### config.mk
export PLATFORM = sky130hd
export DESIGN_NAME = imem_loader
export DESIGN_NICKNAME = d
export VERILOG_FILES = /design/src/rtl/imem_loader.sv
export SDC_FILE = /design/constraint.sdc
export NUM_CORES = 1
export LEC_CHECK = 0
export CAP_MARGIN = 0
export CORE_ASPECT_RATIO = 0.9
export CORE_UTILIZATION = 52
export DETAILED_ROUTE_END_ITERATION = 12
export PLACE_DENSITY = 0.8
export REMOVE_ABC_BUFFERS = 1
export SLEW_MARGIN = 5
export SYNTH_ARGS = -nofsm -noshare
export SYNTH_HDL_FRONTEND = slang
export SYNTH_SLANG_ARGS = --single-unit
export TNS_END_PERCENT = 10
### constraint.sdc
create_clock -name clk_87 -period 3.9 [get_ports clk_87]
set_input_delay 0.585 -clock clk_87 [delete_from_list [all_inputs] [get_ports clk_87]]
set_output_delay 0.585 -clock clk_87 [all_outputs]
set_load 0.01 [all_outputs]
### src/rtl/imem_loader.sv
// Loads a length-prefixed, MSB-first word stream into instruction memory, then releases the core reset.
// One write cycle per word after its 4th byte; byte_ready_87_o is high only in HDR_HI/HDR_LO/DATA (stream stalls otherwise).
module imem_loader #(
    parameter int                    ADDR_WIDTH = 32,
    parameter logic [ADDR_WIDTH-1:0] BASE_ADDR  = '0,
    parameter int                    DEPTH_LOG2 = 8
) (
    input  logic                  clk_87,
    input  logic                  rst_87,
    input  logic                  start_87,
    input  logic                  byte_valid_87,
    input  logic [7:0]            byte_data_87,
    output logic                  byte_ready_87,
    output logic                  imem_we_87,
    output logic [ADDR_WIDTH-1:0] imem_addr_87,
    output logic [31:0]           imem_wdata_87,
    output logic                  cpu_rst_87,
    output logic                  load_done_87,
    output logic                  load_err_87
);

    typedef enum logic [2:0] {
        IDLE,
        HDR_HI,
        HDR_LO,
        DATA,
        WRITE,
        DONE,
        ERR
    } state_t;

    localparam int          IDX_W   = DEPTH_LOG2 + 1;
    localparam logic [16:0] MAX_LEN = 17'd1 << DEPTH_LOG2;

    state_t                  state_q, state_d;
    logic [15:0]             len_q, len_d;
    logic [IDX_W-1:0]        idx_q, idx_d;
    logic [1:0]              cnt_q, cnt_d;
    logic [23:0]             word_q, word_d;
    logic [ADDR_WIDTH-1:0]   addr_q, addr_d;
    logic [31:0]             wdata_q, wdata_d;

    logic                    ready;
    logic                    xfer;
    logic [15:0]             len_full;

    assign ready    = (state_q == HDR_HI) || (state_q == HDR_LO) || (state_q == DATA);
    assign xfer     = ready && byte_valid_87;
    assign len_full = {len_q[15:8], byte_data_87};

    always_comb begin
        state_d = state_q;
        len_d   = len_q;
        idx_d   = idx_q;
        cnt_d   = cnt_q;
        word_d  = word_q;
        addr_d  = addr_q;
        wdata_d = wdata_q;
        unique case (state_q)
            IDLE: begin
                if (start_87) state_d = HDR_HI;
            end
            HDR_HI: begin
                if (xfer) begin
                    len_d[15:8] = byte_data_87;
                    state_d     = HDR_LO;
                end
            end
            HDR_LO: begin
                if (xfer) begin
                    len_d = len_full;
                    if ((len_full == 16'd0) || ({1'b0, len_full} > MAX_LEN)) begin
                        state_d = ERR;
                    end else begin
                        idx_d   = '0;
                        cnt_d   = '0;
                        state_d = DATA;
                    end
                end
            end
            DATA: begin
                if (xfer) begin
                    cnt_d  = cnt_q + 2'd1;
                    word_d = {word_q[15:0], byte_data_87};
                    if (cnt_q == 2'd3) begin
                        // Address and data are captured here so they hold after the strobe drops.
                        wdata_d = {word_q, byte_data_87};
                        addr_d  = BASE_ADDR + (ADDR_WIDTH'(idx_q) << 2);
                        state_d = WRITE;
                    end
                end
            end
            WRITE: begin
                idx_d = idx_q + 1'b1;
                if ((32'(idx_q) + 32'd1) == 32'(len_q)) state_d = DONE;
                else                                      state_d = DATA;
            end
            DONE, ERR: begin
                if (start_87) begin
                    len_d   = '0;
                    state_d = HDR_HI;
                end
            end
            default: state_d = IDLE;
        endcase
    end

    always_ff @(posedge clk_87 or posedge rst_87) begin
        if (rst_87) begin
            state_q <= IDLE;
            len_q   <= '0;
            idx_q   <= '0;
            cnt_q   <= '0;
            word_q  <= '0;
            addr_q  <= BASE_ADDR;
            wdata_q <= '0;
        end else begin
            state_q <= state_d;
            len_q   <= len_d;
            idx_q   <= idx_d;
            cnt_q   <= cnt_d;
            word_q  <= word_d;
            addr_q  <= addr_d;
            wdata_q <= wdata_d;
        end
    end

    assign byte_ready_87 = ready;
    assign imem_we_87    = (state_q == WRITE);
    assign imem_addr_87  = addr_q;
    assign imem_wdata_87 = wdata_q;
    assign cpu_rst_87    = (state_q != DONE);
    assign load_done_87  = (state_q == DONE);
    assign load_err_87   = (state_q == ERR);

endmodule

==> results of run 1 <==
[per-stage QoR]
| step | utilization (%) | hold WS [ns] |
|---|---|---|
| floorplan | - | 0.4580 |
| global placement | 62.56 | 0.4626 |
| detailed placement | 62.56 | 0.4718 |
| CTS | 65.31 | 0.4916 |
| global route | 65.31 | 0.5073 |
| finish | 65.31 | 0.4878 |
[sequential cells by signal, summed over array words and instances (netlist names)]
signal         cells
imem_wdata_87     32
word_q            24
len_q             16
idx_q              9
imem_addr_87       9
state_q            3
cnt_q              2
[power by group through the flow]
stage | sequential, W | clock [W] | combinational, W
final | 0.00174 | 0.000693 | 0.00135
after CTS | 0.00174 | 0.000706 | 0.00136
after global placement | 0.00173 | 0 | 0.00131
after detailed placement | 0.00175 | 0 | 0.00135
after global routing | 0.00180 | 0.000749 | 0.00147
after floorplan | 0.00174 | 0 | 0.000779
[per-layer routing]
metal  vias to the layer above  GRT usage, %
met5                         -             0
met2                       117         32.17
met4                         0         6.417
li1                       1328             -
met3                         9         5.108
met1                      1391         26.99
[worst reg2reg max path, stage by stage (launching register included)]
cell     delay [ns]
dfrtp_1        0.52
ha_1           0.33
nand2_1        0.09
nor4_1         0.57
xor2_1         0.14
o21a_1         0.20
nor4_1         0.38
o21ai_0        0.15
[kinds of logic after synthesis]
group | share of synthesized area, %
flops | 55.83
simple gates | 8.375
mux | 16.63
compound gates | 9.110
buf+inv | 6.906
xor+xnor | 2.469
fa+ha+maj | 0.5876
other cells | 0.08807
[cells in the final DEF (no fill, tap or decap), types with 7 or more instances in the layout]
cell type,Yosys,routed
nand2_1,18,18
clkdlybuf4s50_1,0,57
mux2_2,62,62
a21oi_1,7,7
inv_1,16,15
conb_1,1,23
xnor2_1,9,9
dfrtp_1,95,95
nand3_1,16,15
o21ai_0,25,25
clkbuf_8,0,9
a22o_1,8,8
[final timing paths]
kind	startpoint	endpoint	slack [ns]	cells past startpoint
setup reg to reg	idx_q[0]$_DFFE_PP0P_	state_q[1]$_DFFE_PP0P_	1.40	7
min in group asynchronous	rst_87	imem_wdata_87[12]$_DFFE_PP0P_	0.69	2
max in group asynchronous	rst_87	cnt_q[1]$_DFFE_PP0P_	2.41	3
setup / recovery	state_q[0]$_DFFE_PP0P_	imem_we_87	0.88	4
hold reg to reg	imem_addr_87[6]$_DFFE_PP0P_	imem_addr_87[6]$_DFFE_PP0P_	0.49	2
hold / removal	imem_addr_87[6]$_DFFE_PP0P_	imem_addr_87[6]$_DFFE_PP0P_	0.49	2
[layout make-up]
cell class / instances / area (sq um)
fillers: 601 / 2683
inverters: 17 / 65.06
clock inverters: 5 / 81.33
multi-input cells: 228 / 1674
repair buffers: 61 / 600.6
flip-flops and latches: 95 / 2377
well taps: 96 / 120.1
clock buffers: 11 / 131.4
==> results.txt, run 1 <==
----------------------------------------------------
[Status]
  Status ... finished, final reports clean

[Pwr]
  PD cells ... ~750 nW/um^2
  Internal power contribution ... approximately 0.0025 W
  Combinational share of power ... a little over a third
  Share of total power consumed by net switching ... ~33%
  Cell leakage power ... between 2 and 2.5 nW
  Peak supply drop ... ~0.36 mV
  Total Power Consumption ... around 0.0038 W
  Reg power frac ... ~46%
  Relative contribution of the clock network to total power ... between 10% and 20%
  Sw power ... between 0.001 and 0.0015 W

[Routing]
  DRC Markers ... 0
  Met1 Routed Length ... roughly 3.7 mm
  Met2 routed WL ... around 3.9 mm
  Uppermost layer routed ... met4
  Routed via count divided by cell count ... between 5 and 6
  Overall routed net length ... about 8.1 mm
  Drt wl/cell ... about 16 um
  Metal3 WL ... approximately 400 um
  Violation count after the first detailed-route iteration ... 166
  Remaining antenna violation count ... 0
  Detailed-routing iteration count for the pre-antenna-repair pass ... 4
  Via count ... ~2800

[Worst setup path]
  Critical path launch point type ... flop
  Worst-path fanout max ... 14
  WP buf/inv ... 3
  Largest stage delay on the critical path ... 0.63 ns
  Crit end category ... output port
  Setup CP Type ... reg2out
  Critical path's slowest cell ... dfrtp_1
  List of cells traversed by the critical path ... inv_1 -> nand2_1 -> clkinv_1 -> clkdlybuf4s50_1
  Data required, critical path ... 3.31 ns
  Top delay family on crit path ... buffers and inverters
  Worst endpoint data arrival time ... roughly 2.4 ns

[Floorplan]
  Die height ... 87.85 um
  Floorplan die area ... around 8600 sq um
  Total I/O pin count ... a little over 80
  Initial cell density of the core ... 55.06%
  Site Rows ... 30
  Area of the core ... about 7700 sq um
  Die W ... just under 100 um

[Final layout]
  Share of layout cells above drive strength 1 ... a little over a fifth
  Nets ... approximately 430
  Signed area change from the synthesized netlist to the final layout ... 18.60%
  Antenna fix cells ... 0
  Final instance area ... roughly 5000 sq um
  Post-Layout Cell Count ... 513

[Clock network]
  Register clock-pin slew on the reported worst setup and hold paths ... ~0.090 ns
  Worst-case clock buffer depth ... 2
  Post_cts resized ... 0
  Root buffer cell ... clkbuf_8
  CTS H-tree depth ... 3
  Count of buffers added by post-CTS timing repair for setup ... 0
  TritonCTS clock tree ... built
  Post-cts hold buffer count ... 0
  Worst-skew pair later-pin latency ... 0.35 ns
  Total CTS buffers ... 9
  CTS sink cnt ... 95

[Logic synthesis]
  Cell types occupying the most area after synthesis ... dfrtp_1, mux2_2, buf_4, o21ai_0, nand3_1
  Count of different cell masters after synthesis ... 44
  Flops & latches, synth ... 95
  List of most frequent post-synthesis cells ... dfrtp_1, mux2_2, o21ai_0, buf_4, nand2_1
  FFs w/ async S/R, synth ... 100.0%
  Avg Inst Size Synth ... 11.96 sq um
  Number of flops mapped to enable cells by yosys ... 0
  Part of the Yosys area used for sequential elements ... between 50 and 60%
  Post-synthesis cell count ... roughly 360
  Synth warnings ... 0
  Fraction of synthesized cell area taken by the top area cell type ... a little under three fifths
  Cell area after technology mapping ... approximately 4300 sq um
  Commonest register cell after synthesis ... dfrtp_1
  Cell with the most instances after synthesis ... dfrtp_1
  Area leader, netlist ... dfrtp_1

[Placement]
  Port Buf Inserts ... 57
  Placement Setup Slack ... 1.005 ns
  Global placement routability congestion ... ~0.91
  Total instance count after detailed placement ... about 500
  Cell area after placement ... 4837 sq um
  Half-perimeter wire length after placement ... around 5.5 mm

[Timing]
  Worst slew margin relative to its limit ... a little under a third
  Final setup viols ... 0
  Fin. max-slew vios ... 0
  Final sum of negative setup slack ... 0 ns
  Shortest clock period the worst path allows after layout ... about 3 ns
  Hold Fails Final Rpt ... 0
  Highest clock rate ... roughly 330 MHz
  Slew of the pin with the lowest slew margin ... approximately 1.0 ns
  RSZ-0062 raised after global routing ... no
  Post-route clock skew ... about 0.006 ns
  Crit path setup slack, layout ... 0.8830 ns
  Final clock period utilization by the worst path ... approximately 77%

[Global routing]
  Largest net degree at the start of global routing ... between 40 and 50
  Total global routing track utilization ... between 10% and 20%
  Via count of the first global-routing pass ... 2807
  Wire length of the first global-routing pass ... about 14 mm
  Total congestion overflow after global routing ... 0
  Antenna violations before repair ... 0

[Hold path]
  Tightest Hold Check Type ... reg2reg

[Job]
  Max_cap viols ... 0

----------------------------------------------------
No activity file was read; power rests on OpenSTA's default activity.
==> inputs of run 2 (changes only) <==
clock period = 2.8 ns   (was 3.9 ns; I/O delays follow)
==> results.txt, run 2 (synthesis gave the netlist of run 1 again) <==
----------------------------------------------------
[Floorplan]
  Die height ... 87.85 um
  Initial cell density of the core ... 55.06%
  Die W ... approximately 97 um
  Total I/O pin count ... 81
  Site Rows ... 30
  Area of the core ... approximately 7700 sq um
  Floorplan die area ... around 8600 sq um

[Final layout]
  Number of inserted filler cells in the final layout ... about 600
  Signed area change from the synthesized netlist to the final layout ... 20.60%
  Nets ... roughly 440
  Most used cells in the layout excluding fill and tap cells ... dfrtp_1, mux2_2, clkdlybuf4s50_1, o21ai_0, conb_1
  Fraction of the core area covered by cells at the end of the flow ... 66.41%
  Most common cell after layout, fill and taps aside ... dfrtp_1
  Largest register FFs ... 32
  Share of layout cells above drive strength 1 ... a little under a quarter
  Antenna fix cells ... 0

[Timing]
  Shortest clock period the worst path allows after layout ... about 2.6 ns
  Highest clock rate ... approximately 390 MHz
  Final clock period utilization by the worst path ... between 90% and 100%
  Post-route clock skew ... roughly 0.0072 ns
  Final setup viols ... 0
  Hold Fails Final Rpt ... 0
  Fin. max-slew vios ... 0
  Final sum of negative setup slack ... 0 ns
  RSZ-0062 raised after global routing ... no
  Slew of the pin with the lowest slew margin ... around 0.80 ns
  Worst slew margin relative to its limit ... approximately 47%

[Routing]
  DRC Markers ... 0
  Detailed-routing iteration count for the pre-antenna-repair pass ... 4
  Via count ... 2915
  Drt wl/cell ... between 15 and 20 um
  Violation count after the first detailed-route iteration ... roughly 150
  Routed via count divided by cell count ... about 5.6
  Overall routed net length ... ~8.3 mm
  Remaining antenna violation count ... 0

[Clock network]
  Worst-case clock buffer depth ... 2
  Register clock-pin slew on the reported worst setup and hold paths ... approximately 0.090 ns
  CTS sink cnt ... 95
  TritonCTS clock tree ... built
  Worst-skew pair later-pin latency ... roughly 0.36 ns
  Total CTS buffers ... 9
  Post-cts hold buffer count ... 0
  Root buffer cell ... clkbuf_8
  CTS H-tree depth ... 3
  Post_cts resized ... 0
  Count of buffers added by post-CTS timing repair for setup ... 0

[Pwr]
  Reg power frac ... between 40% and 50%
  Internal power contribution ... 0.003553 W
  Relative contribution of the clock network to total power ... 18.1%
  Cell leakage power ... ~2.3 nW
  Sw power ... 0.001750 W
  PD cells ... between 1000 and 1500 nW/um^2
  Peak supply drop ... about 0.51 mV
  Combinational share of power ... 36.3%
  Share of total power consumed by net switching ... between 30% and 40%

[Worst setup path]
  Number of cells on the worst reg-to-reg path ... 7
  Critical path launch point type ... flop
  Crit end category ... output port
  Setup CP Type ... reg2out
  Data required, critical path ... approximately 2.4 ns
  Worst endpoint data arrival time ... 2.17 ns
  Worst-path fanout max ... 13

[Global routing]
  Total congestion overflow after global routing ... 0
  Antenna violations before repair ... 0
  Via count of the first global-routing pass ... approximately 2800
  Largest net degree at the start of global routing ... 60
  Total global routing track utilization ... 20.82%
  Wire length of the first global-routing pass ... 13.91 mm

[Job]
  Max_cap viols ... 0

[Placement]
  Global placement routability congestion ... just under 0.9
  Port Buf Inserts ... 57
  Half-perimeter wire length after placement ... around 5.7 mm

[Hold path]
  Tightest Hold Check Type ... in2async

[Status]
  Status ... finished, final reports clean

----------------------------------------------------
==> run 2: stage by stage <==
stage / worst slack, ns / hold slack (ns) / instance area (sq um) / instances / power (W)
final: 0.2068 / 0.2459 / 5135 / 522 / 0.005303
after global routing: 0.05061 / 0.2283 / 5135 / 522 / 0.005645
after CTS: 0.2231 / 0.2432 / 5135 / 522 / 0.005332
after detailed placement: 0.1381 / 0.4748 / 4925 / 507 / 0.004358
after global placement: 0.1877 / 0.4688 / 4925 / 507 / 0.004256
after floorplan: -0.09702 / 0.4580 / 4110 / 340 / 0.003503
==> run 2: path summary, 6_finish.rpt <==
path | start | end | slack [ns]
max | state_q[2]$_DFFE_PP0P_ | imem_we_87 | 0.21
min | rst_87 | imem_wdata_87[28]$_DFFE_PP0P_ | 0.25
max reg2reg | idx_q[0]$_DFFE_PP0P_ | state_q[1]$_DFFE_PP0P_ | 0.30
min reg2reg | imem_addr_87[9]$_DFFE_PP0P_ | imem_addr_87[9]$_DFFE_PP0P_ | 0.49
max in group asynchronous | rst_87 | idx_q[0]$_DFFE_PP0P_ | 1.95
min in group clk_87 | imem_addr_87[9]$_DFFE_PP0P_ | imem_addr_87[9]$_DFFE_PP0P_ | 0.49
==> run 2: worst max-delay path, stage by stage (launching register included) <==
cell and delay, ns:
dfrtp_1 0.57, nor2b_1 0.30, nand2_1 0.27, clkinv_1 0.13, clkdlybuf4s50_1 0.54
==> run 2: area by class of cell <==
class | instances | area (sq um) | share of cell area, %
clock inverters | 5 | 82.58 | 1.608
multi-input cells | 228 | 1674 | 32.60
clock buffers | 10 | 127.6 | 2.485
well taps | 96 | 120.1 | 2.339
flip-flops and latches | 95 | 2377 | 46.30
repair buffers | 71 | 688.2 | 13.40
inverters | 17 | 65.06 | 1.267
==> run 2: per-layer routing <==
metal | track usage (%) | vias up | wire (um)
met5 | 0 | - | 0
li1 | - | 1345 | -
met2 | 33.31 | 124 | 3822
met3 | 6.544 | 17 | 557
met1 | 27.91 | 1429 | 3747
met4 | 5.615 | 0 | 142
==> run 2: power by group through the flow <==
stage / Combinational [W] / Clock [W] / Sequential, W
final: 0.00193 / 0.000959 / 0.00242
after global routing: 0.00209 / 0.00104 / 0.00251
after CTS: 0.00193 / 0.000975 / 0.00242
after detailed placement: 0.00191 / 0 / 0.00244
after global placement: 0.00185 / 0 / 0.00241
after floorplan: 0.00109 / 0 / 0.00242
